==> src/rtl/soft_i_deserializer.sv <==
// soft_i_deserializer: fabric 1:WIDTH SDR deserializer
// with training-pattern word alignment and manual bit-slip.
module soft_i_deserializer #(
  parameter int unsigned WIDTH = 4,
  parameter logic [WIDTH-1:0] ALIGN_PATTERN = 4'b1100,
  parameter int unsigned LOCK_COUNT = 4
) (
  input  logic             clk_in,
  input  logic             reset,
  input  logic             d,
  input  logic             en,
  input  logic             align_start,
  input  logic             bitslip,
  output logic [WIDTH-1:0] q,
  output logic             data_valid,
  output logic             aligned,
  output logic             align_fail,
  output logic [4:0]       slip_count
);

  localparam int unsigned CW = $clog2(WIDTH);
  localparam logic [CW-1:0] CNT_MAX = CW'(WIDTH - 1);
  localparam logic [4:0] SLIP_MAX = 5'(2 * WIDTH);
  localparam logic [3:0] LOCK_N = 4'(LOCK_COUNT);

  typedef enum logic [1:0] {
    IDLE,
    HUNT,
    CHECK,
    LOCKED
  } state_t;

  state_t           state;
  state_t           state_n;
  logic [WIDTH-2:0] sr;
  logic [CW-1:0]    cnt;
  logic             slip_pend;
  logic [3:0]       match_cnt;
  logic [3:0]       match_n;
  logic [4:0]       slip_cnt_n;
  logic             fail_n;
  logic             slip_req;
  logic             word_done;
  logic [WIDTH-1:0] word;

  assign word      = {sr, d};
  assign word_done = en && !slip_pend && (cnt == CNT_MAX);

  always_comb begin
    state_n    = state;
    match_n    = match_cnt;
    slip_cnt_n = slip_count;
    fail_n     = align_fail;
    slip_req   = 1'b0;
    if (align_start) begin
      state_n    = HUNT;
      match_n    = '0;
      slip_cnt_n = '0;
      fail_n     = 1'b0;
    end else begin
      case (state)
        IDLE, LOCKED: slip_req = bitslip;
        HUNT, CHECK: begin
          if (word_done) begin
            if (word == ALIGN_PATTERN) begin
              match_n = (state == HUNT) ? 4'd1
                                        : match_cnt + 4'd1;
              state_n = (match_n >= LOCK_N) ? LOCKED
                                            : CHECK;
            end else if (slip_count < SLIP_MAX) begin
              // shift the boundary and keep hunting
              match_n    = '0;
              slip_req   = 1'b1;
              slip_cnt_n = slip_count + 5'd1;
              state_n    = HUNT;
            end else begin
              match_n = '0;
              fail_n  = 1'b1;
              state_n = IDLE;
            end
          end
        end
        default: state_n = IDLE;
      endcase
    end
  end

  always_ff @(posedge clk_in) begin
    if (reset) begin
      state      <= IDLE;
      sr         <= '0;
      cnt        <= '0;
      slip_pend  <= 1'b0;
      match_cnt  <= '0;
      q          <= '0;
      data_valid <= 1'b0;
      aligned    <= 1'b0;
      align_fail <= 1'b0;
      slip_count <= '0;
    end else begin
      state      <= state_n;
      match_cnt  <= match_n;
      slip_count <= slip_cnt_n;
      align_fail <= fail_n;
      aligned    <= (state_n == LOCKED);
      data_valid <= word_done;
      if (word_done) q <= word;
      if (en) begin
        sr <= word[WIDTH-2:0];
        // a consumed slip swallows a bit without counting it
        if (!slip_pend) begin
          cnt <= (cnt == CNT_MAX) ? '0 : cnt + CW'(1);
        end
      end
      if (slip_pend) begin
        if (en) slip_pend <= 1'b0;
      end else if (slip_req) begin
        slip_pend <= 1'b1;
      end
    end
  end

endmodule

==> config.mk <==
export PLATFORM = sky130hd
export DESIGN_NAME = soft_i_deserializer
export DESIGN_NICKNAME = d
export VERILOG_FILES = /design/src/rtl/soft_i_deserializer.sv
export SDC_FILE = /design/constraint.sdc
export NUM_CORES = 1
export LEC_CHECK = 0
export ABC_AREA = 1
export CAP_MARGIN = 20
export CORE_MARGIN = 8
export CORE_UTILIZATION = 55
export CTS_BUF_LIST = sky130_fd_sc_hd__clkbuf_4 sky130_fd_sc_hd__clkbuf_8 sky130_fd_sc_hd__clkbuf_16
export DETAILED_ROUTE_END_ITERATION = 8
export GPL_TIMING_DRIVEN = 0
export PLACE_DENSITY_LB_ADDON = 0.2
export SYNTH_ARGS = -nofsm -noshare
export SYNTH_HDL_FRONTEND = slang
export SYNTH_SLANG_ARGS = --single-unit
==> constraint.sdc <==
create_clock -name clk_in -period 2.75 [get_ports clk_in]
set_input_delay 0.275 -clock clk_in [delete_from_list [all_inputs] [get_ports clk_in]]
set_output_delay 0.275 -clock clk_in [all_outputs]
set_load 0.1 [all_outputs]
==> impl_summary.log <==
INFO  metric run_status = finished, final reports clean
INFO  metric routed_via_density = 4.92
INFO  metric maxSlewViolCount = 0
INFO  metric cts-buffers-inserted = 3
INFO  metric final_nets = about 170
INFO  metric final_standard_cell_area_without_fillers = 1310 um^2
INFO  metric fillers = between 150 and 200
INFO  metric avgSynthCellArea = about 7.6 um^2
INFO  metric detailed_place_hpwl = approximately 1.7 mm
INFO  metric final-hold-violation-count = 0
INFO  metric clkSlewWorstSetupHoldPaths = roughly 0.12 ns
INFO  metric grt_pass1_wl = approximately 3.6 mm
INFO  metric synthesis.yosys.warnings = 0
INFO  metric grt_remaining_overflow = 0
INFO  metric maxCapViolCount = 0
INFO  metric clock_latency = between 0.3 and 0.4 ns
INFO  metric rsz_0062_raised_after_global_routing = no
INFO  metric htree_num_levels = 1
INFO  metric fin_skew = approximately 0.0015 ns
INFO  metric starting_utilization_of_the_core_area = about 56%
INFO  metric placed_cell_area = between 1000 and 1500 um^2
INFO  metric sequentialPowerShare = about three fifths
INFO  metric netSwitchingFraction = between 20% and 30%
INFO  metric cts-hold-fix-buffers = 0
INFO  metric totalWireLength = between 2 and 2.5 mm
INFO  metric timing_worst_slew_pin_value = about 0.98 ns
INFO  metric cts_tree = done
INFO  metric antenna_cells_inserted = 0
INFO  metric syn-num-nets = around 150
INFO  metric maximum_number_of_pins_on_one_net_before_global_route_repair = 14
INFO  metric final-setup-viol-count = 0
INFO  metric seq_area = roughly 480 um^2
INFO  metric cts.sinks = 24
INFO  metric sequential_fraction_of_the_synthesis_area = ~45%
INFO  metric die_area = 3620 um^2
INFO  metric criticalPathCategory = flip-flop to output pin
INFO  metric area_of_the_core_region = between 1500 and 2000 um^2
INFO  metric drt_pass1_iterations = 5
INFO  metric totalNegativeSetupSlack = 0 ns
INFO  metric critical-path-slowest-cell = clkdlybuf4s50_1
INFO  metric start_kind = flip-flop
INFO  metric clock_tree.root_cell = clkbuf_4
INFO  metric cp-end-kind = output pin
INFO  metric first_global_vias = about 890
INFO  metric gate_count_of_the_mapped_netlist = about 140
INFO  metric combinationalPowerShare = between 10 and 15%
INFO  metric timing.critical_path.slowest_cell_delay = between 1 and 1.5 ns
INFO  metric hold_path.class = flip-flop to flip-flop
INFO  metric worst-endpoint-arrival = 1.89 ns
INFO  metric grt_antenna_before_repair = 0
INFO  metric pwr-share-clk = 29.9%
INFO  metric dieWidth = 60.2 um
INFO  metric max-clock-path-buffers = 2
INFO  metric totalPowerFinal = between 0.6 and 0.7 mW
INFO  metric netlist_area = about 1100 um^2
INFO  metric groute.usage.overall = between 10 and 15%
INFO  metric static-leakage-power = between 0.5 and 0.6 nW
INFO  metric antenna_violating_nets_post_route = 0
INFO  metric cp.required = between 2 and 2.5 ns
INFO  metric floorplan.rows = 16
INFO  metric path_max_fanout = 4
INFO  metric min_period = between 2 and 2.5 ns
INFO  metric max_freq = 461 MHz
INFO  metric path_buf_inv = 1
INFO  metric drt_first_iter_violations = 15
INFO  metric post-cts-setup-buffers = 0
INFO  metric io_pins = 18
INFO  metric post_synth_num_cell_types = 22
INFO  metric gp_congestion = slightly below 0.8
INFO  metric critical_path.cell_chain = clkdlybuf4s50_1
INFO  metric post_drt_wl_per_cell = about 11 um
INFO  metric buffer_ports.inserted = 17
INFO  metric ys_seq_elements = 24
INFO  metric slew-limit-headroom = around a third
INFO  metric multiInputGateArea = 500 um^2
INFO  metric p_sw = ~0.15 mW
INFO  metric power.ir.vdd_worst = 0.000474 V
INFO  metric post_cts_resize_count = 0
INFO  metric die-height = 60.2 um
INFO  metric count_of_unresolved_drc_violations_after_routing = 0
INFO  metric final_util = a little under 70%
INFO  metric via_count = 929
INFO  metric flow.area_growth_from_synthesis = 22.4%
INFO  metric power.density_cell_area = approximately 460 nW/um^2
INFO  metric cellInternalPower = 0.461 mW
INFO  metric crit_share_post_route = 78.8%
INFO  metric layout_cell_share_with_drive_strength_beyond_1 = between 10 and 15%
INFO  metric critical-path-top-delay-family = buffers and inverters
## synthesized netlist by cell type
cell type / count / area share [%]
a21oi_1: 11 / 5.1
a21oi_2: 2 / 1.6
a31oi_1: 1 / 0.58
buf_2: 1 / 0.47
clkinv_2: 1 / 0.47
dfxtp_1: 24 / 45
ha_1: 4 / 4.7
inv_1: 21 / 7.3
inv_2: 1 / 0.35
nand2_1: 28 / 9.8
nand2_2: 2 / 1.2
nand2_4: 2 / 2.1
nand3_1: 9 / 4.2
nand4_1: 1 / 0.58
nor2_1: 13 / 4.5
nor2_2: 3 / 1.7
nor2_4: 1 / 1.0
nor2_8: 1 / 1.9
nor3_1: 1 / 0.47
o21ai_0: 12 / 5.6
o21bai_1: 1 / 0.70
xor2_1: 1 / 0.82
## placed cells by master (no fill, tap or decap), types with 2 or more instances in the layout
cell type / Yosys / routed
o21ai_0: 12 / 12
nand2_4: 2 / 2
nand3_1: 9 / 9
nor2_2: 3 / 3
dfxtp_1: 24 / 24
nand2_1: 28 / 28
ha_1: 4 / 4
clkdlybuf4s50_1: 0 / 17
nor2_1: 13 / 13
clkbuf_4: 0 / 3
a21oi_1: 11 / 11
nand2_2: 2 / 2
a21oi_2: 2 / 2
inv_1: 21 / 21
## area by class of cell
class	count	share of cell area (%)
buffer	1	0.381
clock buffer	4	2.76
inverter	23	6.67
multi-input combinational	93	38.1
sequential	24	36.6
tap	27	2.57
timing repair buffer	17	13.0
## path summary, 6_finish.rpt
check,start,endpoint,slack [ns],cells after the start
max reg2reg,state[1],aligned,1.28,9
max,slip_count[1],slip_count[1],0.58,1
min reg2reg,sr[2],q[3],0.49,2
min,sr[2],q[3],0.49,2
## flip-flops by register name, indices dropped and copies added, names as in the netlist
signal and cells:
cnt 2, aligned 1, sr 3, align_fail 1
q 4, match_cnt 4, slip_count 5, state 2
slip_pend 1, data_valid 1
## stage by stage
stage	instances	hold slack (ns)	setup WS [ns]
2_1_floorplan	141	0.354	1.00
3_3_place_gp	185	0.458	0.966
3_5_place_dp	185	0.469	0.946
4_1_cts	189	0.490	0.568
5_1_grt	189	0.530	0.542
6_report	189	0.486	0.582
## layer usage
metal | global-route usage, % | up-vias | wire length [um]
li1 | - | 494 | -
met1 | 14.7 | 405 | 961
met2 | 21.8 | 25 | 996
met3 | 2.15 | 5 | 84
met4 | 6.80 | 0 | 42
met5 | 0 | - | 0
## cell families (layout without fill, tap and decap cells)
group	after synthesis	in the layout	share of synthesized area, %
and+or+nand+nor	61	61	27.5
adders and majority gates	4	4	4.66
buffers and inverters	24	45	8.62
DFF	24	24	44.8
AOI/OAI and AO/OA	27	27	13.6
xor gates and xnor gates	1	1	0.816
## power by group through the flow
stage,sequential [mW],combinational [mW],clock [mW]
final,0.364,0.0610,0.181
after global routing,0.365,0.0680,0.201
after CTS,0.364,0.0614,0.190
after detailed placement,0.371,0.0612,0
after global placement,0.371,0.0594,0
after floorplan,0.376,0.0366,0
Power figures use the tool's default switching activity.
